==> config.mk <==
export PLATFORM = sky130hd
export DESIGN_NAME = sc_max7219_rx_flat
export DESIGN_NICKNAME = d
export VERILOG_FILES = /design/src/rtl/sc_max7219_rx_if.sv /design/src/rtl/sc_max7219_rx.sv /design/src/flat_wrapper.sv
export SDC_FILE = /design/constraint.sdc
export NUM_CORES = 1
export LEC_CHECK = 0
export ABC_AREA = 1
export CORE_ASPECT_RATIO = 0.75
export CORE_MARGIN = 5
export CORE_UTILIZATION = 47
export DETAILED_ROUTE_END_ITERATION = 10
export GPL_TIMING_DRIVEN = 0
export PLACE_DENSITY = 0.63
export SLEW_MARGIN = 10
export SYNTH_ARGS = -nofsm -noshare
export SYNTH_HDL_FRONTEND = slang
export SYNTH_SLANG_ARGS = --single-unit
==> constraint.sdc <==
create_clock -name SC_MAX7219RX_CLOCK_50 -period 11.7 [get_ports SC_MAX7219RX_CLOCK_50]
set_input_delay 1.755 -clock SC_MAX7219RX_CLOCK_50 [delete_from_list [all_inputs] [get_ports SC_MAX7219RX_CLOCK_50]]
set_output_delay 1.755 -clock SC_MAX7219RX_CLOCK_50 [all_outputs]
set_load 0.02 [all_outputs]
==> src/rtl/sc_max7219_rx_if.sv <==
// Signal bundle for sc_max7219_rx: MAX7219 serial link, row read port and the mirrored state.
// SC_MAX7219RX_DOUT_EN adds the daisy-chain output.
interface sc_max7219_rx_if;
    logic       SC_MAX7219RX_din_In;
    logic       SC_MAX7219RX_ncs_In;
    logic       SC_MAX7219RX_sclk_In;
    logic [2:0] SC_MAX7219RX_rowaddr_InBUS;
    logic [7:0] SC_MAX7219RX_rowraw_OutBUS;
    logic [7:0] SC_MAX7219RX_rowlit_OutBUS;
    logic [3:0] SC_MAX7219RX_intensity_OutBUS;
    logic [2:0] SC_MAX7219RX_scanlimit_OutBUS;
    logic [7:0] SC_MAX7219RX_decode_OutBUS;
    logic       SC_MAX7219RX_shutdown_Out;
    logic       SC_MAX7219RX_test_Out;
    logic       SC_MAX7219RX_frameValid_Out;
    logic [3:0] SC_MAX7219RX_frameAddr_OutBUS;
    logic [7:0] SC_MAX7219RX_frameData_OutBUS;
    logic       SC_MAX7219RX_frameError_Out;
`ifdef SC_MAX7219RX_DOUT_EN
    logic       SC_MAX7219RX_dout_Out;

    modport slave (
        input  SC_MAX7219RX_din_In, SC_MAX7219RX_ncs_In, SC_MAX7219RX_sclk_In,
               SC_MAX7219RX_rowaddr_InBUS,
        output SC_MAX7219RX_rowraw_OutBUS, SC_MAX7219RX_rowlit_OutBUS,
               SC_MAX7219RX_intensity_OutBUS, SC_MAX7219RX_scanlimit_OutBUS,
               SC_MAX7219RX_decode_OutBUS, SC_MAX7219RX_shutdown_Out, SC_MAX7219RX_test_Out,
               SC_MAX7219RX_frameValid_Out, SC_MAX7219RX_frameAddr_OutBUS,
               SC_MAX7219RX_frameData_OutBUS, SC_MAX7219RX_frameError_Out,
               SC_MAX7219RX_dout_Out
    );

    modport master (
        output SC_MAX7219RX_din_In, SC_MAX7219RX_ncs_In, SC_MAX7219RX_sclk_In,
               SC_MAX7219RX_rowaddr_InBUS,
        input  SC_MAX7219RX_rowraw_OutBUS, SC_MAX7219RX_rowlit_OutBUS,
               SC_MAX7219RX_intensity_OutBUS, SC_MAX7219RX_scanlimit_OutBUS,
               SC_MAX7219RX_decode_OutBUS, SC_MAX7219RX_shutdown_Out, SC_MAX7219RX_test_Out,
               SC_MAX7219RX_frameValid_Out, SC_MAX7219RX_frameAddr_OutBUS,
               SC_MAX7219RX_frameData_OutBUS, SC_MAX7219RX_frameError_Out,
               SC_MAX7219RX_dout_Out
    );
`else
    modport slave (
        input  SC_MAX7219RX_din_In, SC_MAX7219RX_ncs_In, SC_MAX7219RX_sclk_In,
               SC_MAX7219RX_rowaddr_InBUS,
        output SC_MAX7219RX_rowraw_OutBUS, SC_MAX7219RX_rowlit_OutBUS,
               SC_MAX7219RX_intensity_OutBUS, SC_MAX7219RX_scanlimit_OutBUS,
               SC_MAX7219RX_decode_OutBUS, SC_MAX7219RX_shutdown_Out, SC_MAX7219RX_test_Out,
               SC_MAX7219RX_frameValid_Out, SC_MAX7219RX_frameAddr_OutBUS,
               SC_MAX7219RX_frameData_OutBUS, SC_MAX7219RX_frameError_Out
    );

    modport master (
        output SC_MAX7219RX_din_In, SC_MAX7219RX_ncs_In, SC_MAX7219RX_sclk_In,
               SC_MAX7219RX_rowaddr_InBUS,
        input  SC_MAX7219RX_rowraw_OutBUS, SC_MAX7219RX_rowlit_OutBUS,
               SC_MAX7219RX_intensity_OutBUS, SC_MAX7219RX_scanlimit_OutBUS,
               SC_MAX7219RX_decode_OutBUS, SC_MAX7219RX_shutdown_Out, SC_MAX7219RX_test_Out,
               SC_MAX7219RX_frameValid_Out, SC_MAX7219RX_frameAddr_OutBUS,
               SC_MAX7219RX_frameData_OutBUS, SC_MAX7219RX_frameError_Out
    );
`endif
endinterface

==> src/rtl/sc_max7219_rx.sv <==
// MAX7219 3-wire link responder: oversamples DIN/NCS/SCLK, deserialises 16-bit frames and
// mirrors the MAX7219 register file. Optional daisy-chain output under SC_MAX7219RX_DOUT_EN.
module sc_max7219_rx #(
    parameter int unsigned SYNC_STAGES = 2  // legal 2..3
) (
    input logic             SC_MAX7219RX_CLOCK_50,
    input logic             SC_MAX7219RX_RESET_InHigh,
    sc_max7219_rx_if.slave  bus
);
    typedef enum logic [1:0] {StWait, StIdle, StShift, StLatch} state_e;

    logic clk, rst;
    assign clk = SC_MAX7219RX_CLOCK_50;
    assign rst = SC_MAX7219RX_RESET_InHigh;

    logic [SYNC_STAGES-1:0] din_sync_q, ncs_sync_q, sclk_sync_q;
    logic                   ncs_prev_q, sclk_prev_q;
    logic                   din_s, ncs_s, sclk_s;
    logic                   ncs_fall, ncs_rise, sclk_rise;

    state_e          state_q, state_d;
    logic [4:0]      cnt_q, cnt_d;
    logic [15:0]     shift_q, shift_d;
    logic [7:0][7:0] rows_q, rows_d;
    logic [7:0]      decode_q, decode_d;
    logic [3:0]      intensity_q, intensity_d;
    logic [2:0]      scanlim_q, scanlim_d;
    logic            shutdown_q, shutdown_d;
    logic            test_q, test_d;
    logic [3:0]      faddr_q, faddr_d;
    logic [7:0]      fdata_q, fdata_d;
    logic            ferr_q, ferr_d;
    logic [7:0]      rowraw_q, rowraw_d;
    logic [7:0]      rowlit_q, rowlit_d;
`ifdef SC_MAX7219RX_DOUT_EN
    logic [15:0]     dly_q, dly_d;
`endif

    assign din_s     = din_sync_q[SYNC_STAGES-1];
    assign ncs_s     = ncs_sync_q[SYNC_STAGES-1];
    assign sclk_s    = sclk_sync_q[SYNC_STAGES-1];
    assign ncs_fall  = ncs_prev_q & ~ncs_s;
    assign ncs_rise  = ~ncs_prev_q & ncs_s;
    assign sclk_rise = ~sclk_prev_q & sclk_s;

    // NCS resets low so a frame still open at reset release keeps the FSM in WAIT.
    always_ff @(posedge clk or posedge rst) begin
        if (rst) begin
            din_sync_q  <= '0;
            ncs_sync_q  <= '0;
            sclk_sync_q <= '0;
            ncs_prev_q  <= 1'b0;
            sclk_prev_q <= 1'b0;
        end else begin
            din_sync_q  <= {din_sync_q[SYNC_STAGES-2:0], bus.SC_MAX7219RX_din_In};
            ncs_sync_q  <= {ncs_sync_q[SYNC_STAGES-2:0], bus.SC_MAX7219RX_ncs_In};
            sclk_sync_q <= {sclk_sync_q[SYNC_STAGES-2:0], bus.SC_MAX7219RX_sclk_In};
            ncs_prev_q  <= ncs_s;
            sclk_prev_q <= sclk_s;
        end
    end

    always_comb begin
        state_d     = state_q;
        cnt_d       = cnt_q;
        shift_d     = shift_q;
        rows_d      = rows_q;
        decode_d    = decode_q;
        intensity_d = intensity_q;
        scanlim_d   = scanlim_q;
        shutdown_d  = shutdown_q;
        test_d      = test_q;
        faddr_d     = faddr_q;
        fdata_d     = fdata_q;
        ferr_d      = 1'b0;
`ifdef SC_MAX7219RX_DOUT_EN
        dly_d       = dly_q;
`endif
        unique case (state_q)
            StWait: begin
                if (ncs_s) state_d = StIdle;
            end
            StIdle: begin
                if (ncs_fall) begin
                    cnt_d   = '0;
                    shift_d = '0;
`ifdef SC_MAX7219RX_DOUT_EN
                    dly_d   = '0;
`endif
                    state_d = StShift;
                end
            end
            StShift: begin
                if (ncs_rise) begin
                    if (cnt_q >= 5'd16) begin
                        state_d = StLatch;
                    end else begin
                        ferr_d  = 1'b1;
                        state_d = StIdle;
                    end
                end else if (sclk_rise && !ncs_s) begin
                    shift_d = {shift_q[14:0], din_s};
`ifdef SC_MAX7219RX_DOUT_EN
                    dly_d   = {dly_q[14:0], din_s};
`endif
                    if (cnt_q != 5'd31) cnt_d = cnt_q + 5'd1;
                end
            end
            StLatch: begin
                faddr_d = shift_q[11:8];
                fdata_d = shift_q[7:0];
                case (shift_q[11:8])
                    4'h1, 4'h2, 4'h3, 4'h4,
                    4'h5, 4'h6, 4'h7, 4'h8: rows_d[shift_q[10:8] - 3'd1] = shift_q[7:0];
                    4'h9:    decode_d    = shift_q[7:0];
                    4'hA:    intensity_d = shift_q[3:0];
                    4'hB:    scanlim_d   = shift_q[2:0];
                    4'hC:    shutdown_d  = ~shift_q[0];
                    4'hF:    test_d      = shift_q[0];
                    default: ;
                endcase
                state_d = StIdle;
            end
            default: state_d = StWait;
        endcase
    end

    always_comb begin
        rowraw_d = rows_q[bus.SC_MAX7219RX_rowaddr_InBUS];
        if (test_q)                                       rowlit_d = 8'hFF;
        else if (shutdown_q)                              rowlit_d = 8'h00;
        else if (bus.SC_MAX7219RX_rowaddr_InBUS > scanlim_q) rowlit_d = 8'h00;
        else                                              rowlit_d = rowraw_d;
    end

    always_ff @(posedge clk or posedge rst) begin
        if (rst) begin
            state_q     <= StWait;
            cnt_q       <= '0;
            shift_q     <= '0;
            rows_q      <= '0;
            decode_q    <= '0;
            intensity_q <= '0;
            scanlim_q   <= '0;
            shutdown_q  <= 1'b1;
            test_q      <= 1'b0;
            faddr_q     <= '0;
            fdata_q     <= '0;
            ferr_q      <= 1'b0;
            rowraw_q    <= '0;
            rowlit_q    <= '0;
        end else begin
            state_q     <= state_d;
            cnt_q       <= cnt_d;
            shift_q     <= shift_d;
            rows_q      <= rows_d;
            decode_q    <= decode_d;
            intensity_q <= intensity_d;
            scanlim_q   <= scanlim_d;
            shutdown_q  <= shutdown_d;
            test_q      <= test_d;
            faddr_q     <= faddr_d;
            fdata_q     <= fdata_d;
            ferr_q      <= ferr_d;
            rowraw_q    <= rowraw_d;
            rowlit_q    <= rowlit_d;
        end
    end

`ifdef SC_MAX7219RX_DOUT_EN
    always_ff @(posedge clk or posedge rst) begin
        if (rst) dly_q <= '0;
        else     dly_q <= dly_d;
    end

    assign bus.SC_MAX7219RX_dout_Out = dly_q[15];
`endif

    assign bus.SC_MAX7219RX_rowraw_OutBUS    = rowraw_q;
    assign bus.SC_MAX7219RX_rowlit_OutBUS    = rowlit_q;
    assign bus.SC_MAX7219RX_intensity_OutBUS = intensity_q;
    assign bus.SC_MAX7219RX_scanlimit_OutBUS = scanlim_q;
    assign bus.SC_MAX7219RX_decode_OutBUS    = decode_q;
    assign bus.SC_MAX7219RX_shutdown_Out     = shutdown_q;
    assign bus.SC_MAX7219RX_test_Out         = test_q;
    assign bus.SC_MAX7219RX_frameValid_Out   = (state_q == StLatch);
    assign bus.SC_MAX7219RX_frameAddr_OutBUS = faddr_q;
    assign bus.SC_MAX7219RX_frameData_OutBUS = fdata_q;
    assign bus.SC_MAX7219RX_frameError_Out   = ferr_q;
endmodule
==> src/flat_wrapper.sv <==
// flat-port wrapper written by rule: the top's interface ports become plain ports
module sc_max7219_rx_flat 
#(
    parameter int unsigned SYNC_STAGES = 2               
)
  (SC_MAX7219RX_CLOCK_50, SC_MAX7219RX_RESET_InHigh, bus_SC_MAX7219RX_din_In, bus_SC_MAX7219RX_ncs_In, bus_SC_MAX7219RX_sclk_In, bus_SC_MAX7219RX_rowaddr_InBUS, bus_SC_MAX7219RX_rowraw_OutBUS, bus_SC_MAX7219RX_rowlit_OutBUS, bus_SC_MAX7219RX_intensity_OutBUS, bus_SC_MAX7219RX_scanlimit_OutBUS, bus_SC_MAX7219RX_decode_OutBUS, bus_SC_MAX7219RX_shutdown_Out, bus_SC_MAX7219RX_test_Out, bus_SC_MAX7219RX_frameValid_Out, bus_SC_MAX7219RX_frameAddr_OutBUS, bus_SC_MAX7219RX_frameData_OutBUS, bus_SC_MAX7219RX_frameError_Out);
  sc_max7219_rx_if bus_i ();
  input logic SC_MAX7219RX_CLOCK_50;
  input logic SC_MAX7219RX_RESET_InHigh;
  input wire logic [$bits(bus_i.SC_MAX7219RX_din_In)-1:0] bus_SC_MAX7219RX_din_In;
  input wire logic [$bits(bus_i.SC_MAX7219RX_ncs_In)-1:0] bus_SC_MAX7219RX_ncs_In;
  input wire logic [$bits(bus_i.SC_MAX7219RX_sclk_In)-1:0] bus_SC_MAX7219RX_sclk_In;
  input wire logic [$bits(bus_i.SC_MAX7219RX_rowaddr_InBUS)-1:0] bus_SC_MAX7219RX_rowaddr_InBUS;
  output wire logic [$bits(bus_i.SC_MAX7219RX_rowraw_OutBUS)-1:0] bus_SC_MAX7219RX_rowraw_OutBUS;
  output wire logic [$bits(bus_i.SC_MAX7219RX_rowlit_OutBUS)-1:0] bus_SC_MAX7219RX_rowlit_OutBUS;
  output wire logic [$bits(bus_i.SC_MAX7219RX_intensity_OutBUS)-1:0] bus_SC_MAX7219RX_intensity_OutBUS;
  output wire logic [$bits(bus_i.SC_MAX7219RX_scanlimit_OutBUS)-1:0] bus_SC_MAX7219RX_scanlimit_OutBUS;
  output wire logic [$bits(bus_i.SC_MAX7219RX_decode_OutBUS)-1:0] bus_SC_MAX7219RX_decode_OutBUS;
  output wire logic [$bits(bus_i.SC_MAX7219RX_shutdown_Out)-1:0] bus_SC_MAX7219RX_shutdown_Out;
  output wire logic [$bits(bus_i.SC_MAX7219RX_test_Out)-1:0] bus_SC_MAX7219RX_test_Out;
  output wire logic [$bits(bus_i.SC_MAX7219RX_frameValid_Out)-1:0] bus_SC_MAX7219RX_frameValid_Out;
  output wire logic [$bits(bus_i.SC_MAX7219RX_frameAddr_OutBUS)-1:0] bus_SC_MAX7219RX_frameAddr_OutBUS;
  output wire logic [$bits(bus_i.SC_MAX7219RX_frameData_OutBUS)-1:0] bus_SC_MAX7219RX_frameData_OutBUS;
  output wire logic [$bits(bus_i.SC_MAX7219RX_frameError_Out)-1:0] bus_SC_MAX7219RX_frameError_Out;
  assign bus_i.SC_MAX7219RX_din_In = bus_SC_MAX7219RX_din_In;
  assign bus_i.SC_MAX7219RX_ncs_In = bus_SC_MAX7219RX_ncs_In;
  assign bus_i.SC_MAX7219RX_sclk_In = bus_SC_MAX7219RX_sclk_In;
  assign bus_i.SC_MAX7219RX_rowaddr_InBUS = bus_SC_MAX7219RX_rowaddr_InBUS;
  assign bus_SC_MAX7219RX_rowraw_OutBUS = bus_i.SC_MAX7219RX_rowraw_OutBUS;
  assign bus_SC_MAX7219RX_rowlit_OutBUS = bus_i.SC_MAX7219RX_rowlit_OutBUS;
  assign bus_SC_MAX7219RX_intensity_OutBUS = bus_i.SC_MAX7219RX_intensity_OutBUS;
  assign bus_SC_MAX7219RX_scanlimit_OutBUS = bus_i.SC_MAX7219RX_scanlimit_OutBUS;
  assign bus_SC_MAX7219RX_decode_OutBUS = bus_i.SC_MAX7219RX_decode_OutBUS;
  assign bus_SC_MAX7219RX_shutdown_Out = bus_i.SC_MAX7219RX_shutdown_Out;
  assign bus_SC_MAX7219RX_test_Out = bus_i.SC_MAX7219RX_test_Out;
  assign bus_SC_MAX7219RX_frameValid_Out = bus_i.SC_MAX7219RX_frameValid_Out;
  assign bus_SC_MAX7219RX_frameAddr_OutBUS = bus_i.SC_MAX7219RX_frameAddr_OutBUS;
  assign bus_SC_MAX7219RX_frameData_OutBUS = bus_i.SC_MAX7219RX_frameData_OutBUS;
  assign bus_SC_MAX7219RX_frameError_Out = bus_i.SC_MAX7219RX_frameError_Out;
  sc_max7219_rx #(.SYNC_STAGES(SYNC_STAGES)) u_core (.SC_MAX7219RX_CLOCK_50(SC_MAX7219RX_CLOCK_50), .SC_MAX7219RX_RESET_InHigh(SC_MAX7219RX_RESET_InHigh), .bus(bus_i));
endmodule
=== Yosys cells after proc, flatten, opt, wreduce, memory -nomap -nowiden ===
Index checks and enable logic that the tools add are counted.
Widths: inputs -> output; s select.

* Bits in registers: 137
* Bits of input ports: 8
* Output and inout bits: 47
* Word-level logic and storage cells: 103

* Add/subtract/negate cells: 2
* $lt $le $gt $ge: 5
* Equality and inequality tests: 23
* Mux-type cells: 25
* Bitwise operators: 7
* Reductions and logical operators: 15

{| class="wikitable"
|+ Operator list
! kind !! number
|-
| $bwmux 64 || 1
|-
| $mux 8 || 5
|-
| $mux 12 || 3
|-
| $bmux 8 s3 || 1
|-
| $demux 8 s3 || 1
|-
| $eq 4x4->1 const B || 6
|-
| $pmux 12 s2 || 1
|-
| $mux 5 || 4
|-
| $eq 4x3->1 const B || 4
|-
| $reduce_and 2->1 || 6
|-
| $ne 2x1->1 const B || 5
|-
| $pmux 5 s2 || 1
|-
| $eq 4x2->1 const B || 2
|-
| $lt 3x4->1 const B || 2
|-
| $mux 2 || 4
|-
| $pmux 2 s4 || 1
|-
| $reduce_or 8->1 || 1
|-
| $add 5x1->5 const B || 1
|-
| $ge 5x5->1 const B || 1
|-
| $ne 5x5->1 const B || 1
|-
| $reduce_and 5->1 || 1
|-
| $eq 2x2->1 const B || 2
|-
| $eq 4x1->1 const B || 1
|-
| $not 1->1 || 4
|-
| other kinds (13) || 18
|}

=== Depth between registers and ports, before layout ===
Gate-level depths: netlist of run 1.

* Word-level depth: 6
* Mapped depth: 11
* Depth with buffers taken out: 10

=== Worst setup path after synthesis of run 1 ===
Ideal clock, no wire load.

* Kind: in2reg
* Start: in bus_SC_MAX7219RX_rowaddr_InBUS[0]
* End: reg u_core.rowlit_q[0] (netlist: u_core.bus.SC_MAX7219RX_rowlit_OutBUS[0])
* Library setup time: 0.067 ns
* Arrival: 3.048 ns
* Data required time: 11.633 ns
* Slack: 8.585 ns
* Cell stages on the path: 8
* Path buffers: 2
* Cell sequence: clkbuf_1 inv_1 buf_2 ha_1 nand3_1 a21oi_1 nand2_1 nand2_1

* Longest elaborated chain between the ends: 5
* Elaborated cells on any way between the ends: 6
* Classes of those cells: order compare (1); mux (5)

{| class="wikitable"
|+ Ends and longest elaborated chain
! element !! line !! source
|-
| start: declaration || flat_wrapper.sv:13 || <nowiki>input wire logic [$bits(bus_i.SC_MAX7219RX_rowaddr_InBUS)-1:0] bus_SC_MAX7219RX_rowaddr_InBUS;</nowiki>
|-
| $bmux 8 s3 || sc_max7219_rx.sv:129 || <nowiki>rowraw_d = rows_q[bus.SC_MAX7219RX_rowaddr_InBUS];</nowiki>
|-
| $mux 8 (implied by the code) || sc_max7219_rx.sv:129 ||
|-
| $mux 8 * || sc_max7219_rx.sv:132 || <nowiki>else if (bus.SC_MAX7219RX_rowaddr_InBUS > scanlim_q) rowlit_d = 8'h00;</nowiki>
|-
| $mux 8 * || sc_max7219_rx.sv:131 || <nowiki>else if (shutdown_q) rowlit_d = 8'h00;</nowiki>
|-
| $mux 8 * || sc_max7219_rx.sv:130 || <nowiki>if (test_q) rowlit_d = 8'hFF;</nowiki>
|-
| named net u_core.rowlit_d[0] || sc_max7219_rx.sv:34 || <nowiki>logic [7:0] rowlit_q, rowlit_d;</nowiki>
|-
| end signal: assignment || sc_max7219_rx.sv:166 || <nowiki>rowlit_q <= rowlit_d;</nowiki>
|-
| end: declaration || sc_max7219_rx.sv:34 ||
|}

The timed path passes the listed nets; every way through them passes the cells marked *. The select of a mux whose other input is x is not followed.
A chain may end at the register's enable or synchronous reset.

=== Worst setup path in the final report of run 1 ===
* Start: reg u_core.state_q[0]
* End: out bus_SC_MAX7219RX_frameValid_Out

* Longest elaborated chain between the ends: 1

{| class="wikitable"
|+ Ends and longest elaborated chain
! element !! line !! source
|-
| start: declaration || sc_max7219_rx.sv:21 || <nowiki>state_e state_q, state_d;</nowiki>
|-
| start signal: assignment || sc_max7219_rx.sv:138 || <nowiki>state_q <= StWait;</nowiki>
|-
| start signal: assignment || sc_max7219_rx.sv:153 || <nowiki>state_q <= state_d;</nowiki>
|-
| $eq 2x2->1 || sc_max7219_rx.sv:186 || <nowiki>assign bus.SC_MAX7219RX_frameValid_Out = (state_q == StLatch);</nowiki>
|-
| end: declaration || flat_wrapper.sv:21 || <nowiki>output wire logic [$bits(bus_i.SC_MAX7219RX_frameValid_Out)-1:0] bus_SC_MAX7219RX_frameValid_Out;</nowiki>
|}

No other way between the ends.

==> results.md, run 1 <==
* Final TNS setup at 0 ns
* Status: finished clean
* Post-synth EDFFs at 0
* Crit path launch type: flip-flop
* DP Wirelength at 11,370 um
* Largest cells by area after synthesis: dfrtp_1 53%, nand2_1 18%, inv_1 5.6%, nand3_1 4.3%, o21ai_0 3.4%
* CTS buffer count at 17
* N_diodes at 0
* Crit path DAT at approximately 1.7 ns
* Fmax achieved at 286.4 MHz
* Register area at 3430 um2
* Post-cts sizing count at 0
* IO Pins at 55
* Wire length per cell at about 15 um
* Main synth FF type: dfrtp_1
* Crit path required time at ~10 ns
* Most common cell after layout, fill and taps aside: nand2_1
* GRT Residual Overflow at 0
* Core area at 13,560 um2
* Die area at between 15,000 and 20,000 um2
* Area Growth Syn to Fin at 22.24%
* Multi-input logic area at about 2500 um2
* Leakage at around 3.9 nW
* Gr usage total at 0.2030
* Die Ht at between 100 and 150 um
* Slew @ Worst Pin at between 0.7 and 0.8 ns
* Register area share after synthesis at 0.5315
* Worst rel slew slack at 0.5270
* Slew Viols, Final at 0
* Period minus WS final at 3.491 ns
* Nets@finish at between 800 and 900
* FILL cells at roughly 1,200
* Starting DRT DRC Count at 430
* Total Wirelength at between 15,000 and 20,000 um
* Clock sinks at about 140
* Syn. warnings at 0
* Final hold vios at 0
* Pre-CTS setup slack at just over 8 ns
* Routed Antenna Nets at 0
* RSZ-0062 raised after global routing: false
* Final worst path period share at 0.2984
* Drt drc at 0
* Max_cap viols at 0
* Yosys cell types at 28
* CTS tree: yes
* Syn Inst Count at between 700 and 800
* Maximum clock path buffer count at 2
* Yosys reg bits at roughly 140
* Clock Latency Late Sink at between 0.4 and 0.5 ns
* Worst Hold Class: flip-flop to flip-flop
* Die X at approximately 150 um
* Vias/cell at 5.104
* Worst-path fanout max at 5
* Antenna violations before repair at 0
* Cell taking the most area after synthesis: dfrtp_1
* Worst vdd ir at 101.5 uV
* Area of the mapped netlist at between 6000 and 7000 um2
* Commonest non-fill, non-tap cells in the layout: 313 x nand2_1, 136 x dfrtp_1, 95 x inv_1
* Setup crit end kind: primary output
* Top-area cell type share of the netlist area at 0.5274
* Initial core utilization at 0.4757
* Share of cells above drive strength 1 at 0.09497
* DR vias at ~5,400
* CP Class: flip-flop to primary output
* Syn Nets at roughly 810
* 1st-pass router iterations at 5
* Ys async rst share at 1.000
* PwrDens at roughly 160 nW/um2
* Reg clk slew, reported paths at ~0.06 ns
* PnR worst setup slack at 8.209 ns
* Routability-driven placement congestion ratio at 0.8532
* Post-CTS Setup Inserts at 0
* Post-Syn Area per Cell at around 8.2 um2
* Root Buffer: clkbuf_16
* Largest net degree at the start of global routing at 89
* Clock skew at approximately 0.014 ns
* Number of global-route vias before repair at roughly 5,000
* First-pass GRT wire length at between 20,000 and 30,000 um
* Number of setup violations in the final report at 0
* FP Rows at 37
* Finished Core Util at 0.5815
* Port bufs at between 50 and 60
* Cts hold-fix bufs at 0
* CTS H-tree lvls at 4
## layout make-up
cell class / instances / share of cell area
Clock buffer: 21 / 0.05838
Inverter: 100 / 0.04822
Tap cell: 175 / 0.02776
Timing Repair Buffer: 54 / 0.07075
Sequential cell: 137 / 0.4348
Multi-Input combinational cell: 514 / 0.3125
Clock inverter: 11 / 0.02443
Buffer: 37 / 0.02316
## final timing paths
kind                                                          endpoint                 startpoint  cells after the start  slack, ns
setup / recovery                       bus_SC_MAX7219RX_frameValid_Out          u_core.state_q[0]                      2       8.21
hold / removal                                   u_core.sclk_sync_q[1]      u_core.sclk_sync_q[0]                      0       0.35
setup reg to reg                                     u_core.rows_q[33]          u_core.shift_q[8]                      7       9.50
max in group asynchronous         u_core.bus.SC_MAX7219RX_shutdown_Out  SC_MAX7219RX_RESET_InHigh                      3       9.20
hold reg to reg                                  u_core.sclk_sync_q[1]      u_core.sclk_sync_q[0]                      0       0.35
min in group asynchronous  u_core.bus.SC_MAX7219RX_frameAddr_OutBUS[3]  SC_MAX7219RX_RESET_InHigh                      2       1.74
## kinds of logic after synthesis
| family | synth area share |
|---|---|
| xor gates and xnor gates | 0.001358 |
| AOI/OAI and AO/OA | 0.06127 |
| and+or+nand+nor | 0.2903 |
| buffers and inverters | 0.08649 |
| adders and majority gates | 0.02909 |
| DFF | 0.5315 |
## where the power goes
group          switching [mW]  total (mW)  internal, mW  leakage [nW]
Clock                   0.201       0.590         0.390         0.314
Sequential            0.00870       0.496         0.487          1.88
Combinational           0.108       0.151        0.0427          1.71
## flip-flops by register name, indices dropped and copies added (netlist names), 2 cells and up
signal and cells:
u_core.bus.SC_MAX7219RX_frameData_OutBUS 8, u_core.din_sync_q 2, u_core.bus.SC_MAX7219RX_rowraw_OutBUS 8, u_core.cnt_q 5, u_core.sclk_sync_q 2, u_core.bus.SC_MAX7219RX_intensity_OutBUS 4, u_core.shift_q 12, u_core.state_q 2
u_core.rows_q 64, u_core.ncs_sync_q 2, u_core.bus.SC_MAX7219RX_frameAddr_OutBUS 4, u_core.bus.SC_MAX7219RX_rowlit_OutBUS 8, u_core.bus.SC_MAX7219RX_decode_OutBUS 8, u_core.bus.SC_MAX7219RX_scanlimit_OutBUS 3
## critical path, stage by stage (launching register included)
cell,delay [ns]
dfrtp_1,0.42
ha_1,0.26
clkdlybuf4s50_1,0.63
## routing by layer
metal | wire length (um) | global-route usage
met3 | 992 | 0.05574
met1 | 7792 | 0.2945
met4 | 127 | 0.05034
met2 | 7080 | 0.3047
met5 | 0 | 0
## cells in the mapped netlist (6+ instances only)
| cell | n |
|---|---|
| nand4_1 | 33 |
| nand2_1 | 313 |
| inv_1 | 96 |
| nor2_1 | 9 |
| ha_1 | 15 |
| dfrtp_1 | 136 |
| buf_2 | 8 |
| nand2_2 | 6 |
| clkbuf_1 | 22 |
| o21ai_0 | 44 |
| o21ai_2 | 16 |
| nand3_1 | 56 |
| a21oi_1 | 6 |
## through the flow
| stage | hold slack, ns | std cells | cell area (um2) | power (mW) |
|---|---|---|---|---|
| floorplan | 0.3312 | 788 | 6452 | 0.6043 |
| detailed placement | 0.3347 | 1017 | 7234 | 0.6564 |
| CTS | 0.3477 | 1049 | 7888 | 1.246 |
| global route | 0.3563 | 1049 | 7888 | 1.287 |
| global placement | 0.3337 | 1016 | 7202 | 0.6498 |
| finish | 0.3465 | 1049 | 7888 | 1.237 |
(Power assumes the default switching activity.)
==> inputs of run 2 (changes only) <==
--- a/config.mk
+++ b/config.mk
@@ -11,7 +11,7 @@
 export CORE_UTILIZATION = 47
 export DETAILED_ROUTE_END_ITERATION = 10
 export GPL_TIMING_DRIVEN = 0
-export PLACE_DENSITY = 0.63
+export PLACE_DENSITY = 0.66
 export SLEW_MARGIN = 10
 export SYNTH_ARGS = -nofsm -noshare
 export SYNTH_HDL_FRONTEND = slang
==> constraint.sdc (replaced) <==
create_clock -name SC_MAX7219RX_CLOCK_50 -period 2.9 [get_ports SC_MAX7219RX_CLOCK_50]
set_input_delay 0.435 -clock SC_MAX7219RX_CLOCK_50 [delete_from_list [all_inputs] [get_ports SC_MAX7219RX_CLOCK_50]]
set_output_delay 0.435 -clock SC_MAX7219RX_CLOCK_50 [all_outputs]
set_load 0.02 [all_outputs]
==> run 2 against run 1 <==
Compared with the run above:
- register-to-register slack lost 8.7 ns
- clock skew shrank 0.0061 ns
- design area about the same
- via count up 1.5%
- die area unchanged
- cell count grew 0.19%
- highest routed layer unchanged
- power increased to 3.9 times the previous value
- critical endpoint unchanged
- global-route usage is 0.79 points higher
- clock power rose to 3.7 times the previous value
- critical path type unchanged
- wire length grew 2.0%
- hold slack barely moved
==> results.md, run 2 (synthesis results as in run 1) <==
* CTS tree: yes
* Drt drc at 0 (unchanged)
* RSZ-0062 raised after global routing: false
* Post-cts sizing count at 0 (unchanged)
* Crit path launch type: flip-flop
* Area Growth Syn to Fin at 22.22% (about the same)
* Initial core utilization at 0.4757 (unchanged)
* CP Cell Sequence: ha_1 > clkdlybuf4s50_1
* Reg clk slew, reported paths at 0.06 ns (about the same)
* Clock sinks at 137 (unchanged)
* Worst rel slew slack at 0.5606 (+0.03362)
* Met3 Usage GRT at 0.06306 (+0.007323)
* Final hold vios at 0 (unchanged)
* Post-CTS Setup Inserts at 0 (unchanged)
* Final worst path period share at 0.7561
* Clock Latency Late Sink at 0.43 ns (about the same)
* DR vias at 5,432 (+1.5%)
* Multi-input logic area at 2465 um2 (unchanged)
* Clock skew at 0.007749 ns (-0.006073 ns)
* CP Class: flip-flop to primary output
* Hold path cells at 0 (unchanged)
* Starting DRT DRC Count at 390 (-9.3%)
* First-pass GRT wire length at 27,090 um (+2.4%)
* Total Power at 4.793 mW (+290%)
* Routing usage on met1 at 0.2837 (-0.01081)
* R2R Path End: u_core.rows_q[33]
* Register area at 3430 um2 (unchanged)
* Most common cell after layout, fill and taps aside: nand2_1
* GR Util met2 at 0.3345 (+0.02979)
* Cts hold-fix bufs at 0 (unchanged)
* Fmax achieved at approximately 460 MHz
* Nets@finish at 887 (+0.34%)
* Number of global-route vias before repair at 5,348 (+4.1%)
* FILL cells at 1,213 (+0.33%)
* Status: finished clean
* 1st-pass router iterations at 6 (+1)
* Slew @ Worst Pin at 0.6591 ns (-0.05043 ns)
* N_diodes at 0 (unchanged)
* Cell count of the worst reg-to-reg path at 7 (unchanged)
* Crit path required time at 2.47 ns (-7.48 ns)
* IO Pins at 55 (unchanged)
* FF-to-FF Start: u_core.shift_q[8]
* GRT busiest layer: met2
* Port bufs at 53 (unchanged)
* Largest net degree at the start of global routing at 40 (-55%)
* Most flop-heavy register: u_core.rows_q
* Largest registers: u_core.rows_q: 64 flops, u_core.shift_q: 12 flops
* Vias/cell at 5.168 (+1.3%)
* Root Buffer: clkbuf_16
* Leakage at 3.891 nW (-0.17%)
* Wire length per cell at 15.52 um (+1.8%)
* Period minus WS final at around 2.2 ns
* Die area at 16,200 um2 (unchanged)
* Max_cap viols at 0 (unchanged)
* Crit. Startpoint: u_core.state_q[0]
* Worst-path fanout max at 5 (unchanged)
* Maximum clock path buffer count at 2 (unchanged)
* Slew Viols, Final at 0 (unchanged)
* CP Buf/Inv Count at 1 (unchanged)
* Crit path DAT at 1.76 ns (+0.02 ns)
* Hold EP: u_core.sclk_sync_q[1]
* Die Ht at 111.5 um (unchanged)
* PwrDens at 607.7 nW/um2 (+290%)
* GRT Residual Overflow at 0 (unchanged)
* Number of setup violations in the final report at 0 (unchanged)
* CTS H-tree lvls at 4 (unchanged)
* Number of flip-flops in the largest register at 64 (unchanged)
* FP Rows at 37 (unchanged)
* Placed cells at 1,020 (+0.29%)
* Worst vdd ir at 457.7 uV (+350%)
* Gr usage total at 0.2109 (+0.007852)
* Critical-path top delay cell: clkdlybuf4s50_1
* Worst Hold Class: flip-flop to flip-flop
* Antenna violations before repair at 0 (unchanged)
* Routability-driven placement congestion ratio at 0.8925 (+4.6%)
* DP Wirelength at 11,700 um (+2.9%)
* Core area at 13,560 um2 (unchanged)
* CTS buffer count at 17 (unchanged)
* Reg2reg setup slack at 0.80 ns (-8.70 ns)
* Critical path's top delay family: buffers and inverters
* Setup crit end kind: primary output
* Share of cells above drive strength 1 at 0.09932 (+0.004349)
* Commonest non-fill, non-tap cells in the layout: 313 x nand2_1, 136 x dfrtp_1, 95 x inv_1
* Slowest stage delay, CP at 0.63 ns (about the same)
* Total Wirelength at 16,310 um (+2.0%)
* Routed Antenna Nets at 0 (unchanged)
* Hold path startpoint: u_core.sclk_sync_q[0]
* Die X at 145.3 um (unchanged)
* Non-Filler Instances at 1,051 (+0.19%)
run 2: changes by cell type in the layout (fill, tap and decap cells not counted):
cell        before  now
bufinv_16        5    3
buf_12           0    3
clkinvlp_4       2    5
clkbuf_8         2    1
clkinv_2         2    5
inv_6            2    0
clkbuf_1        24   22
run 2: routing by layer:
layer | part of all wire | vias to the layer above
li1 | - | 2624
met1 | 0.45 | 2617
met2 | 0.47 | 170
met3 | 0.072 | 21
met4 | 0.012 | 0
met5 | 0 | -
run 2: stage by stage:
step / worst slack, ns / TNS [ns] / utilization / instance area [um2] / hold WS [ns]
2_1_floorplan: 0.7587 / 0 / - / 6456 / 0.3312
3_3_place_gp: -0.3537 / -47.34 / 0.5312 / 7206 / 0.3335
3_5_place_dp: 0.6023 / 0 / 0.5377 / 7293 / 0.3347
4_1_cts: 0.6785 / 0 / 0.5814 / 7886 / 0.3479
5_1_grt: 0.6129 / 0 / 0.5814 / 7886 / 0.3518
6_report: 0.7072 / 0 / 0.5814 / 7886 / 0.3462
run 2: area by class of cell:
cell class	count	area share
timing repair buffer	57	0.07838
inverter	100	0.04807
clock buffer	18	0.05569
clock inverter	13	0.01951
tap	175	0.02776
multi-input combinational	514	0.3125
buffer	37	0.02316
sequential	137	0.4349
run 2: worst register-to-register path: cells and delay by family (launching register included):
family                   cells  cell delay (ns)
adder cells (fa/ha/maj)      1             0.43
buffers and inverters        2             0.28
AND/OR/NAND/NOR              4             0.80
flip-flops                   1             0.47
run 2: worst max path at each step:
| stage | endpoint | slack [ns] | depth (start not counted) |
|---|---|---|---|
| floorplan | u_core.bus.SC_MAX7219RX_decode_OutBUS[0] | 0.76 | 1 |
| global placement | u_core.bus.SC_MAX7219RX_rowlit_OutBUS[4] | -0.35 | 2 |
| detailed placement | u_core.bus.SC_MAX7219RX_rowlit_OutBUS[5] | 0.60 | 9 |
| CTS | bus_SC_MAX7219RX_frameValid_Out | 0.68 | 2 |
| global route | u_core.rows_q[38] | 0.61 | 7 |
| finish | bus_SC_MAX7219RX_frameValid_Out | 0.71 | 2 |
run 2: power by group:
group	switching [mW]	total, mW	internal (mW)
Combinational	0.445	0.626	0.180
Sequential	0.0365	2.00	1.97
Clock	0.806	2.16	1.36
==> inputs of run 3 (changes only) <==
--- a/config.mk
+++ b/config.mk
@@ -11,7 +11,7 @@
 export CORE_UTILIZATION = 47
 export DETAILED_ROUTE_END_ITERATION = 10
 export GPL_TIMING_DRIVEN = 0
-export PLACE_DENSITY = 0.66
+export PLACE_DENSITY = 0.63
 export SLEW_MARGIN = 10
 export SYNTH_ARGS = -nofsm -noshare
 export SYNTH_HDL_FRONTEND = slang
==> constraint.sdc (replaced) <==
create_clock -name SC_MAX7219RX_CLOCK_50 -period 2.2 [get_ports SC_MAX7219RX_CLOCK_50]
set_input_delay 0.33 -clock SC_MAX7219RX_CLOCK_50 [delete_from_list [all_inputs] [get_ports SC_MAX7219RX_CLOCK_50]]
set_output_delay 0.33 -clock SC_MAX7219RX_CLOCK_50 [all_outputs]
set_load 0.02 [all_outputs]
==> run 3 against run 2 <==
Compared with the run above:
- clock skew about the same
- combinational power grew 31%
- via count is 1.3% lower
- critical endpoint is now u_core.rows_q[23]
- largest power group unchanged
==> results.md, run 3 (synthesis results as in run 1) <==
* CTS buffer count at 17 (unchanged)
* Setup crit end kind: flip-flop
* Largest registers: u_core.rows_q: 64 flops, u_core.shift_q: 12 flops
* Non-Filler Instances at 1,054 (+0.29%)
* PnR worst setup slack at 0.1003 ns (-0.6068 ns)
* Switching Share at 0.2533 (-0.01540)
* Most common cell after layout, fill and taps aside: nand2_1
* Hold WS at 0.2757 ns (-0.07058 ns)
* Most flop-heavy register: u_core.rows_q
* Design area at 7978 um2 (+1.2%)
* Cts hold-fix bufs at 0 (unchanged)
* Antenna violations before repair at 0 (unchanged)
* Vias/cell at 5.088 (-1.6%)
* IO Pins at 55 (unchanged)
* Clock power frac at 0.484 (+0.032)
* Final hold vios at 0 (unchanged)
* Nets@finish at 889 (+0.23%)
* N_diodes at 0 (unchanged)
* Max_cap viols at 0 (unchanged)
* CTS H-tree lvls at 4 (unchanged)
* Worst-path fanout max at 10 (+5)
* Slew @ Worst Pin at 0.7119 ns (+0.05283 ns)
* Clock sinks at 137 (unchanged)
* Period minus WS final at around 2.1 ns
* DP Wirelength at 11,670 um (-0.18%)
* Worst vdd ir at 556.2 uV (+22%)
* Number of global-route vias before repair at 5,253 (-1.8%)
* Multi-input logic area at 2465 um2 (unchanged)
* Reg clk slew, reported paths at 0.06 ns (about the same)
* Cell count of the worst reg-to-reg path at 9 (+2)
* Total Wirelength at 16,260 um (-0.29%)
* Die area at 16,200 um2 (unchanged)
* Worst rel slew slack at 0.5254 (-0.03522)
* Gr usage total at 0.2082 (-0.002663)
* Register share of total power at 0.393 (-0.025)
* Routed Antenna Nets at 0 (unchanged)
* RSZ-0062 raised after global routing: false
* Maximum clock path buffer count at 2 (unchanged)
* Starting DRT DRC Count at 297 (-24%)
* Clock Latency Late Sink at 0.42 ns (about the same)
* FILL cells at 1,221 (+0.66%)
* P_sw at 1.699 mW (+32%)
* GRT busiest layer: met2
* Number of flip-flops in the largest register at 64 (unchanged)
* Die Ht at 111.5 um (unchanged)
* FP Rows at 37 (unchanged)
* Crit path required time at 2.50 ns (+0.03 ns)
* Crit path launch type: flip-flop
* Final TNS setup at 0 ns (unchanged)
* Reg2reg setup slack at 0.10 ns (-0.70 ns)
* Post-cts sizing count at 0 (unchanged)
* Area Growth Syn to Fin at 23.64%
* GR Util met2 at 0.3237 (-0.01075)
* CP Class: flip-flop to flip-flop
* Share of cells above drive strength 1 at 0.1013 (+0.001936)
* Status: finished clean
* Commonest non-fill, non-tap cells in the layout: 313 x nand2_1, 136 x dfrtp_1, 95 x inv_1
* Slew Viols, Final at 0 (unchanged)
* Comb pwr share at 0.123 (-0.008)
* Largest net degree at the start of global routing at 34 (-15%)
* Cell-internal power at 5.008 mW (+43%)
* Die X at 145.3 um (unchanged)
* 1st-pass router iterations at 5 (-1)
* Pre-CTS setup slack at 0.01214 ns (-0.5902 ns)
* Drt drc at 0 (unchanged)
* Initial core utilization at 0.4757 (unchanged)
* Clock skew at 0.007644 ns (-0.0001048 ns)
* CTS tree: yes
* Total Power at 6.707 mW (+40%)
* Root Buffer: clkbuf_16
* Leakage at 3.934 nW (+1.1%)
* Wire length per cell at 15.43 um (-0.58%)
* GRT Residual Overflow at 0 (unchanged)
* Register area at 3430 um2 (unchanged)
* Finished Core Util at 0.5881 (+0.006734)
* Placed cells at 1,020 (unchanged)
* Routability-driven placement congestion ratio at 0.8668 (-2.9%)
* PwrDens at 840.7 nW/um2 (+38%)
* Fmax achieved at ~480 MHz
* Number of setup violations in the final report at 0 (unchanged)
* Met3 Usage GRT at 0.05777 (-0.005289)
* Final worst path period share at 0.9544
* Port bufs at 53 (unchanged)
* DR vias at 5,363 (-1.3%)
* R2R Path End: u_core.rows_q[23]
* First-pass GRT wire length at 26,900 um (-0.71%)
* Core area at 13,560 um2 (unchanged)
* Placed instance area at 7286 um2 (-0.10%)
* Worst Hold Class: primary input to asynchronous set/reset pin
* Crit path DAT at 2.40 ns (+0.64 ns)
* FF-to-FF Start: u_core.shift_q[8]
* Routing usage on met1 at 0.2927 (+0.008994)
[run 3: cell count changes in the layout (fill, tap and decap cells not counted), sizes merged]
cell	before	now
clkinv	6	2
bufinv	3	6
buf	19	21
clkbuf	40	42
[run 3: power by group through the flow]
stage          Combinational [mW]  Clock [mW]  Sequential [mW]
5_1_grt                     0.921        3.40             2.65
6_report                    0.822        3.25             2.64
2_1_floorplan               0.501           0             2.71
3_5_place_dp                0.821           0             2.68
3_3_place_gp                0.783           0             2.68
4_1_cts                     0.824        3.29             2.64
[run 3: how the worst max path moves through the flow]
stage / endpoint / depth (start not counted) / slack, ns / startpoint
5_1_grt: u_core.rows_q[23] / 9 / 0.009 / u_core.shift_q[8]
4_1_cts: u_core.rows_q[32] / 7 / 0.04 / u_core.shift_q[8]
3_3_place_gp: u_core.bus.SC_MAX7219RX_rowlit_OutBUS[7] / 2 / -1.0 / SC_MAX7219RX_RESET_InHigh
3_5_place_dp: u_core.rows_q[38] / 7 / 0.01 / u_core.shift_q[8]
2_1_floorplan: u_core.bus.SC_MAX7219RX_decode_OutBUS[0] / 1 / 0.16 / SC_MAX7219RX_RESET_InHigh
6_report: u_core.rows_q[23] / 9 / 0.10 / u_core.shift_q[8]
[run 3: layout make-up]
cell class / instances / share of cell area
flip-flops and latches: 137 / 0.4299
multi-input cells: 514 / 0.3090
repair buffers: 59 / 0.07842
clock buffers: 20 / 0.05725
inverters: 100 / 0.04752
clock inverters: 12 / 0.02760
well taps: 175 / 0.02745
plain buffers: 37 / 0.02290
[run 3: repair_timing]
action,4_1_cts,5_1_grt
buffers inserted,0,2
setup endpoints to repair,5,8
pin swaps,1,1
[run 3: metal layers]
metal	part of all wire	vias to the layer above
li1	-	2631
met1	0.48	2595
met2	0.46	127
met3	0.054	10
met4	0.0095	0
met5	0	-
[run 3: worst max-delay path, stage by stage, from the launching register on]
cell	delay, ns
dfrtp_1	0.51
inv_1	0.12
ha_1	0.42
inv_1	0.21
nand2_1	0.12
nor2_1	0.13
nand2_2	0.15
buf_6	0.19
nand2_1	0.07
o21ai_2	0.05
